--- config.mk ---
export PLATFORM = sky130hd
export DESIGN_NAME = rnd_backoff
export DESIGN_NICKNAME = d
export VERILOG_FILES = /design/src/rtl/rnd_backoff_pkg.sv /design/src/rtl/rnd_backoff.sv
export SDC_FILE = /design/constraint.sdc
export NUM_CORES = 1
export LEC_CHECK = 0
export ABC_AREA = 1
export BUFFER_PORTS_ARGS = -buffer_cell sky130_fd_sc_hd__clkbuf_2
export CAP_MARGIN = 20
export CORE_MARGIN = 2
export CORE_UTILIZATION = 62
export DETAILED_ROUTE_END_ITERATION = 16
export PLACE_DENSITY = 0.87
export SLEW_MARGIN = 20
export SYNTH_ARGS = -nofsm -noshare
export SYNTH_HDL_FRONTEND = slang
export SYNTH_SLANG_ARGS = --single-unit
--- constraint.sdc ---
create_clock -name Clk -period 3.4 [get_ports Clk]
set_input_delay 1.02 -clock Clk [delete_from_list [all_inputs] [get_ports Clk]]
set_output_delay 1.02 -clock Clk [all_outputs]
set_load 0.02 [all_outputs]
--- src/rtl/rnd_backoff_pkg.sv ---
// -----------------------------------------------------------------------------
// rnd_backoff_pkg
// Shared definitions for randomised retry/backoff blocks.
//   backoff_state_e    : IDLE / WAIT / DONE state encoding
//   BACKOFF_RND_W      : width of the random draw from the shared generator
//   BACKOFF_BASE_W     : width of (rnd + 1) before shifting
//   backoff_min_cnt_w  : smallest delay-counter width that cannot wrap for a
//                        given exponent cap
// -----------------------------------------------------------------------------
package rnd_backoff_pkg;

    typedef enum logic [1:0] {
        IDLE = 2'd0,
        WAIT = 2'd1,
        DONE = 2'd2
    } backoff_state_e;

    localparam int unsigned BACKOFF_RND_W  = 3;
    localparam int unsigned BACKOFF_BASE_W = BACKOFF_RND_W + 1;

    // (rnd + 1) needs BACKOFF_BASE_W bits, then it is shifted by up to max_exp.
    function automatic int unsigned backoff_min_cnt_w(input int unsigned max_exp);
        return BACKOFF_BASE_W + max_exp;
    endfunction

endpackage

--- src/rtl/rnd_backoff.sv ---
// -----------------------------------------------------------------------------
// rnd_backoff
// Randomised exponential-backoff timer for a retry path. Draws a 3-bit value
// from an external shared generator, waits (rnd+1) << min(attempts, MAX_EXP)
// cycles, then pulses o_expired. Consecutive failed attempts are counted and a
// start at the limit is refused with o_giveup.
//
// Ports:
//   Clk          clock
//   Reset        asynchronous, active-high reset
//   i_start      request a backoff (previous attempt failed)
//   i_success    attempt succeeded; clears attempt history, cancels a wait
//   i_abort      cancel a running backoff
//   i_rnd        random value from the generator
//   o_rnd_shift  one-cycle pulse advancing the generator after a draw
//   o_busy       backoff running (WAIT or DONE)
//   o_expired    one-cycle pulse when the delay has elapsed
//   o_giveup     one-cycle pulse when a start is refused at the limit
//   o_attempts   current failed-attempt count
//   o_delay      delay latched at the last accepted start
// -----------------------------------------------------------------------------
module rnd_backoff
    import rnd_backoff_pkg::*;
#(
    parameter int unsigned CNT_W        = 12,
    parameter int unsigned MAX_EXP      = 6,
    parameter int unsigned MAX_ATTEMPTS = 8
) (
    input  logic                     Clk,
    input  logic                     Reset,
    input  logic                     i_start,
    input  logic                     i_success,
    input  logic                     i_abort,
    input  logic [BACKOFF_RND_W-1:0] i_rnd,
    output logic                     o_rnd_shift,
    output logic                     o_busy,
    output logic                     o_expired,
    output logic                     o_giveup,
    output logic [3:0]               o_attempts,
    output logic [CNT_W-1:0]         o_delay
);

    localparam logic [3:0]       MAX_EXP_L = 4'(MAX_EXP);
    localparam logic [3:0]       MAX_ATT_L = 4'(MAX_ATTEMPTS);
    localparam logic [CNT_W-1:0] CNT_ONE   = CNT_W'(1);

    backoff_state_e            r_state;
    logic [CNT_W-1:0]          r_cnt;
    logic [CNT_W-1:0]          r_delay;
    logic [3:0]                r_attempts;
    logic                      r_rnd_shift;
    logic                      r_expired;
    logic                      r_giveup;

    logic [3:0]                w_exp;
    logic [BACKOFF_BASE_W-1:0] w_base;
    logic [CNT_W-1:0]          w_delay;
    logic                      w_req;
    logic                      w_accept;
    logic                      w_refuse;
    logic                      w_cancel;
    logic                      w_cnt_zero;
    logic [3:0]                w_att_inc;

    // Exponent is capped so the shifted delay always fits in CNT_W.
    assign w_exp   = (r_attempts > MAX_EXP_L) ? MAX_EXP_L : r_attempts;
    assign w_base  = {1'b0, i_rnd} + 4'd1;
    assign w_delay = CNT_W'(w_base) << w_exp;

    // Success in the same cycle suppresses a start entirely.
    assign w_req    = (r_state == IDLE) && i_start && !i_success;
    assign w_accept = w_req && (r_attempts < MAX_ATT_L);
    assign w_refuse = w_req && (r_attempts >= MAX_ATT_L);

    // Success or abort beats the terminal count, so no expiry slips out.
    assign w_cancel   = (r_state == WAIT) && (i_abort || i_success);
    assign w_cnt_zero = (r_cnt == '0);
    assign w_att_inc  = (r_attempts >= MAX_ATT_L) ? MAX_ATT_L : (r_attempts + 4'd1);

    always_ff @(posedge Clk or posedge Reset) begin
        if (Reset) begin
            r_state     <= IDLE;
            r_cnt       <= '0;
            r_delay     <= '0;
            r_attempts  <= '0;
            r_rnd_shift <= 1'b0;
            r_expired   <= 1'b0;
            r_giveup    <= 1'b0;
        end else begin
            r_rnd_shift <= 1'b0;
            r_expired   <= 1'b0;
            r_giveup    <= 1'b0;

            if (i_success) begin
                r_attempts <= '0;
            end

            case (r_state)
                IDLE: begin
                    if (w_accept) begin
                        r_cnt       <= w_delay - CNT_ONE;
                        r_delay     <= w_delay;
                        r_rnd_shift <= 1'b1;
                        r_state     <= WAIT;
                    end else if (w_refuse) begin
                        r_giveup <= 1'b1;
                    end
                end
                WAIT: begin
                    if (w_cancel) begin
                        r_cnt   <= '0;
                        r_state <= IDLE;
                    end else if (w_cnt_zero) begin
                        r_expired  <= 1'b1;
                        r_attempts <= w_att_inc;
                        r_state    <= DONE;
                    end else begin
                        r_cnt <= r_cnt - CNT_ONE;
                    end
                end
                DONE: begin
                    r_state <= IDLE;
                end
                default: begin
                    r_cnt   <= '0;
                    r_state <= IDLE;
                end
            endcase
        end
    end

    assign o_busy      = (r_state != IDLE);
    assign o_rnd_shift = r_rnd_shift;
    assign o_expired   = r_expired;
    assign o_giveup    = r_giveup;
    assign o_attempts  = r_attempts;
    assign o_delay     = r_delay;

endmodule

==> results of run 1 <==
-- worst max-delay path: cells and delay by family (launching register included) --
kind | cells | cell delay (ns)
AOI/OAI and AO/OA | 2 | 0.33
DFF | 1 | 0.56
and+or+nand+nor | 7 | 0.89
adders and majority gates | 2 | 0.46
buffers and inverters | 4 | 0.38
-- worst max path at each step --
stage,from,endpoint,slack [ns]
global placement,i_rnd[0],r_cnt[9],0.67
CTS,o_attempts[0],r_cnt[2],0.73
global route,o_attempts[0],r_cnt[2],0.42
detailed placement,i_rnd[0],r_cnt[9],0.59
floorplan,o_attempts[0],r_cnt[8],0.88
finish,o_attempts[0],r_cnt[2],0.70
-- flip-flops by register name, summed over array words and instances, names as in the netlist --
| register | count |
|---|---|
| r_cnt | 12 |
| o_delay | 12 |
| o_giveup | 1 |
| r_state | 2 |
| o_expired | 1 |
| o_attempts | 4 |
| o_rnd_shift | 1 |
-- area by class of cell --
| type | count | share of cell area, % |
|---|---|---|
| Multi-Input combinational cell | 226 | 50.1 |
| Sequential cell | 33 | 34.0 |
| Timing Repair Buffer | 28 | 5.87 |
| Inverter | 35 | 5.40 |
| Tap cell | 46 | 2.37 |
| Clock buffer | 5 | 1.54 |
| Clock inverter | 3 | 0.721 |
-- through the flow --
step / hold WS, ns / utilization [%] / cells / power, mW / instance area [µm²]
after floorplan: 0.509 / - / 299 / 0.999 / 2200
after global placement: 0.451 / 70.6 / 368 / 1.11 / 2380
after detailed placement: 0.475 / 70.6 / 368 / 1.13 / 2380
after CTS: 0.501 / 72.3 / 376 / 1.35 / 2430
after global routing: 0.537 / 72.3 / 376 / 1.47 / 2430
final: 0.491 / 72.3 / 376 / 1.35 / 2430
-- placed cells by master, fill, tap and decap left out, types with 6 or more instances in the layout --
cell      count
dfrtp_1      33
nand3_1      24
nand2_1      95
clkbuf_2     27
nor2_1       23
o22ai_1       6
inv_1        30
xor2_1        6
o21ai_0      20
-- metal layers --
metal	up-vias	global-route usage [%]	wire [µm]
met5	-	0	0
met4	0	7.61	42
met3	4	6.07	307
met2	73	44.1	2280
met1	940	33.3	2070
li1	1033	-	-
-- power by group through the flow --
stage          Sequential (mW)  Clock (mW)  Combinational (mW)
3_5_place_dp             0.553           0               0.576
2_1_floorplan            0.566           0               0.432
3_3_place_gp             0.551           0               0.558
4_1_cts                  0.548       0.226               0.577
6_report                 0.549       0.223               0.577
5_1_grt                  0.562       0.247               0.657
-- cell families after synthesis --
family	count (synthesis)	share of synthesized area, %
and+or+nand+nor	175	39.5
buffers and inverters	40	7.16
AOI/OAI and AO/OA	37	9.38
DFF	33	37.5
xor gates and xnor gates	9	3.58
adders and majority gates	5	2.84
==> results.json, run 1 <==
{
  "rr_startpoint": "o_attempts[0]",
  "clk_pin_slew_worst_paths_ns": 0.11,
  "post-cts-setup-buffer-count": 0,
  "ctsResizeCount": 0,
  "cts_sinks": 33,
  "p_int_mw": 0.752,
  "syn_area_mm2": 0.00220,
  "fin_crit_ns": 2.70,
  "start_kind": "register",
  "fp.dieW_um": 63.6,
  "hold_depth": 2,
  "grt_pass1_vias": 1914,
  "ys_types": 31,
  "port_buffers": 27,
  "nFillCells": 300,
  "seqPwrFrac_pct": 40.7,
  "swShare_pct": 44.2,
  "wire_per_inst_um": 12.5,
  "synth-seq-area-share_pct": 37.5,
  "critical_path.slowest_cell": "dfrtp_1",
  "synth_fp_nets": 312,
  "fin_ws_ns": 0.704,
  "cp_common_cell": "inv_1",
  "drv_slew": 0,
  "hold_viol": 0,
  "post-route-period-util_pct": 79.3,
  "rows": 21,
  "reg2reg_depth": 15,
  "yosys-top-cells-area": "dfrtp_1 38%, nand2_1 16%, nand3_1 5.5%",
  "min-delay-start": "o_delay[11]",
  "multiInputGateArea_mm2": 0.00122,
  "synth_edf_count": 0,
  "setup-tns-final_ns": 0,
  "drc_errors": 0,
  "synth_flop_cell": "dfrtp_1",
  "max_freq_ghz": 0.371,
  "place.gp.congestion": 0.870,
  "clk_latency_ns": 0.34,
  "die_y_um": 63.6,
  "diodes": 0,
  "antenna_found_initial": 0,
  "ctsHoldBuffers": 0,
  "nets": 342,
  "numCtsBuffers": 5,
  "grt_max_degree": 34,
  "criticalPathCategory": "reg -> reg",
  "place_ws_ns": 0.595,
  "cts_root_buf": "clkbuf_4",
  "worstMarginPinSlew_ns": 0.635,
  "postSynthCellCount": 299,
  "overflow": 0,
  "cp_slowest_stage_delay_ns": 0.56,
  "yosys-top-cells-count": "95 x nand2_1, 33 x dfrtp_1, 30 x inv_1, 24 x nand3_1, 23 x nor2_1",
  "cts_buffer_depth": 2,
  "grt_pass1_wl_um": 8390,
  "grt.total_usage_pct": 26.1,
  "drt_first_iter_violations": 174,
  "fin_skew_ns": 0.00508,
  "reg2reg_to": "r_cnt[2]",
  "area_growth_pct": 10.4,
  "yosysMostFrequentCell": "nand2_1",
  "path_cells": "inv_1 > ha_1 > inv_1 > nand3_4 > nand3_4 > nand3_1 > nor2_1 > inv_1 > ha_1 > nand2_1 > inv_1 > o21ai_0 > o21ai_0 > nand2_1 > nand2_1",
  "worstPathArrival_ns": 2.94,
  "vias_per_cell": 5.45,
  "slew_headroom_pct": 57.6,
  "cap_violations": 0,
  "setup_viol": 0,
  "power_frac_clock_pct": 16.5,
  "peakVddDrop_mv": 0.342,
  "yosys_warnings": 0,
  "hold_class": "reg -> reg",
  "combPwrFrac_pct": 42.8,
  "synth_top_cell_area_share_pct": 37.5,
  "cts_max_level": 2,
  "leakage_nw": 1.36,
  "cts_tree": "built",
  "vias": 2050,
  "start_util_pct": 65.5,
  "status": "finished, final reports clean",
  "synth_largest_area_cell": "dfrtp_1",
  "min_to": "o_delay[11]",
  "ys_seq_elements": 33,
  "dp_hpwl_um": 3590,
  "critPathRequiredTime_ns": 3.64,
  "die-area_mm2": 0.00404,
  "rsz0062_at_grt": "no",
  "synthArstFlopShare_pct": 100,
  "powerDensity_mw_per_mm2": 555,
  "rrSetupSlack_ns": 0.70,
  "critPathMaxFanout": 9,
  "core_mm2": 0.00336,
  "antenna_left": 0,
  "regArea_um2": 826,
  "switching_power_mw": 0.597,
  "worstSetupEndpointType": "register",
  "dr.pass1.iters": 4,
  "avgSynthCellArea_um2": 7.36,
  "drive_gt1_share_pct": 19.7,
  "ioPinCount": 28,
  "postRouteWirelength_um": 4700
}
No activity file was read; power rests on OpenSTA's default activity.
==> run 2, diff against run 1 <==
--- a/config.mk
+++ b/config.mk
@@ -9,9 +9,9 @@
 export BUFFER_PORTS_ARGS = -buffer_cell sky130_fd_sc_hd__clkbuf_2
 export CAP_MARGIN = 20
 export CORE_MARGIN = 2
-export CORE_UTILIZATION = 62
+export CORE_UTILIZATION = 52
 export DETAILED_ROUTE_END_ITERATION = 16
-export PLACE_DENSITY = 0.87
+export PLACE_DENSITY = 0.78
 export SLEW_MARGIN = 20
 export SYNTH_ARGS = -nofsm -noshare
 export SYNTH_HDL_FRONTEND = slang
==> constraint.sdc (replaced) <==
create_clock -name Clk -period 2.2 [get_ports Clk]
set_input_delay 0.66 -clock Clk [delete_from_list [all_inputs] [get_ports Clk]]
set_output_delay 0.66 -clock Clk [all_outputs]
set_load 0.02 [all_outputs]
==> run 2 against run 1 <==
Effect of this change: cell count increased by 9.3%; die area rose by 18%; via count up 7.2%.
==> results.json, run 2 (synthesis results as in run 1) <==
{
  "start_util_pct": 54.7,
  "grt_max_degree": 34,
  "clk_latency_ns": 0.29,
  "overflow": 0,
  "stdcell_area_mm2": 0.00284,
  "drv_slew": 0,
  "drt_first_iter_violations": 128,
  "p_int_mw": 1.40,
  "postRouteWirelength_um": 5600,
  "seqPwrFrac_pct": 35.6,
  "port_buffers": 27,
  "fin_crit_ns": 2.09,
  "start_kind": "register",
  "rows": 23,
  "vias_per_cell": 5.35,
  "dr.pass1.iters": 4,
  "wire_per_inst_um": 13.6,
  "power_frac_clock_pct": 19.6,
  "hold_class": "in -> async",
  "grt_pass1_vias": 2018,
  "worstMarginPinSlew_ns": 0.552,
  "post-route-period-util_pct": 94.8,
  "core_mm2": 0.00403,
  "cap_violations": 0,
  "fp.dieW_um": 69.1,
  "area_growth_pct": 29.0,
  "hold_viol": 0,
  "grt.total_usage_pct": 23.6,
  "die-area_mm2": 0.00477,
  "setup_viol": 0,
  "die_y_um": 69.1,
  "setup-tns-final_ns": 0,
  "drc_errors": 0,
  "peakVddDrop_mv": 0.412,
  "final_cell_mix": "94 x nand2_1, 32 x dfrtp_1, 30 x buf_4, 27 x inv_1, 27 x clkbuf_2",
  "fin_ws_ns": 0.114,
  "max_freq_ghz": 0.479,
  "worstSetupEndpointType": "register",
  "grt_pass1_wl_um": 9110,
  "place_ws_ns": -0.167,
  "clk_pin_slew_worst_paths_ns": 0.07,
  "criticalPathCategory": "reg -> reg",
  "place.gp.congestion": 0.896,
  "cts_tree": "built",
  "powerDensity_mw_per_mm2": 839,
  "dpl_cell_area_mm2": 0.00258,
  "nets": 374,
  "antenna_found_initial": 0,
  "cts_sinks": 33,
  "status": "finished, final reports clean",
  "leakage_nw": 1.54,
  "cts_buffer_depth": 2,
  "cts_root_buf": "clkbuf_8",
  "fin_skew_ns": 0.00749,
  "mostFrequentLayoutCell": "nand2_1",
  "slew_headroom_pct": 62.8,
  "switching_power_mw": 0.985,
  "diodes": 0,
  "antenna_left": 0,
  "combPwrFrac_pct": 44.8,
  "numCtsBuffers": 5,
  "nFillCells": 325,
  "vias": 2198,
  "ioPinCount": 28,
  "swShare_pct": 41.3,
  "dp_hpwl_um": 3870,
  "drive_gt1_share_pct": 29.9,
  "cts_max_level": 2,
  "worstPathArrival_ns": 2.28,
  "critPathMaxFanout": 8,
  "critPathRequiredTime_ns": 2.39
}
## run 2: cell types whose count changed in the layout (fill, tap and decap cells not counted), sizes merged
cell and change:
buf +31, clkbuf +2, nand3 +1, clkinv -2
clkinvlp -1
## run 2: cell type report
| cell class | instances | area, µm² | area share, % |
|---|---|---|---|
| clock buffer | 7 | 86.3 | 3.04 |
| inverter | 35 | 141 | 4.98 |
| multi-input combinational | 227 | 1330 | 46.9 |
| sequential | 33 | 827 | 29.1 |
| tap | 50 | 62.6 | 2.20 |
| timing repair buffer | 59 | 392 | 13.8 |
## run 2: repair_timing
action / 4_1_cts / 5_1_grt
gates resized for setup: 0 / 17
endpoints found under the setup margin: 0 / 10
buffers inserted: 0 / 9
hold buffers: 0 / 0
## run 2: final timing paths
| check | endpoint | depth (start not counted) | startpoint | slack, ns |
|---|---|---|---|---|
| setup / recovery | r_cnt[9] | 15 | o_attempts[0] | 0.11 |
| hold / removal | r_cnt[2] | 3 | Reset | 0.43 |
| setup reg to reg | r_cnt[9] | 15 | o_attempts[0] | 0.11 |
| hold reg to reg | o_delay[11] | 2 | o_delay[11] | 0.48 |
| max in group asynchronous | o_attempts[0] | 3 | Reset | 1.43 |
| min in group Clk | o_delay[11] | 2 | o_delay[11] | 0.48 |
## run 2: power by group through the flow
stage          clock (mW)  sequential [mW]  combinational [mW]
6_report            0.466            0.849                1.07
5_1_grt             0.502            0.867                1.19
4_1_cts             0.481            0.848               0.988
3_5_place_dp            0            0.858               0.981
3_3_place_gp            0            0.852               0.962
2_1_floorplan           0            0.880               0.692
## run 2: critical path, cell delays in order, from the launching register on
cell	delay [ns]
dfrtp_2	0.41
inv_2	0.08
ha_4	0.13
inv_2	0.04
nand3_4	0.13
nand3_4	0.16
inv_6	0.12
nand3_2	0.14
nand3_4	0.13
nand3_1	0.12
nor2_2	0.17
nand3_1	0.09
nand3_1	0.09
nand2_1	0.05
nand2_1	0.06
nand2_1	0.05
## run 2: through the flow
step	hold WS (ns)	total power, mW	utilization, %	instances
global placement	0.449	1.81	64.0	394
finish	0.433	2.38	70.5	411
global route	0.493	2.56	70.5	411
floorplan	0.509	1.57	-	299
detailed placement	0.471	1.84	64.0	394
CTS	0.443	2.32	66.1	401
## run 2: layer usage
layer	vias to the layer above	track usage [%]	routed length, µm
li1	1101	-	-
met1	1024	30.9	2370
met2	67	37.4	2780
met3	6	5.70	381
met4	0	9.37	69
met5	-	0	0
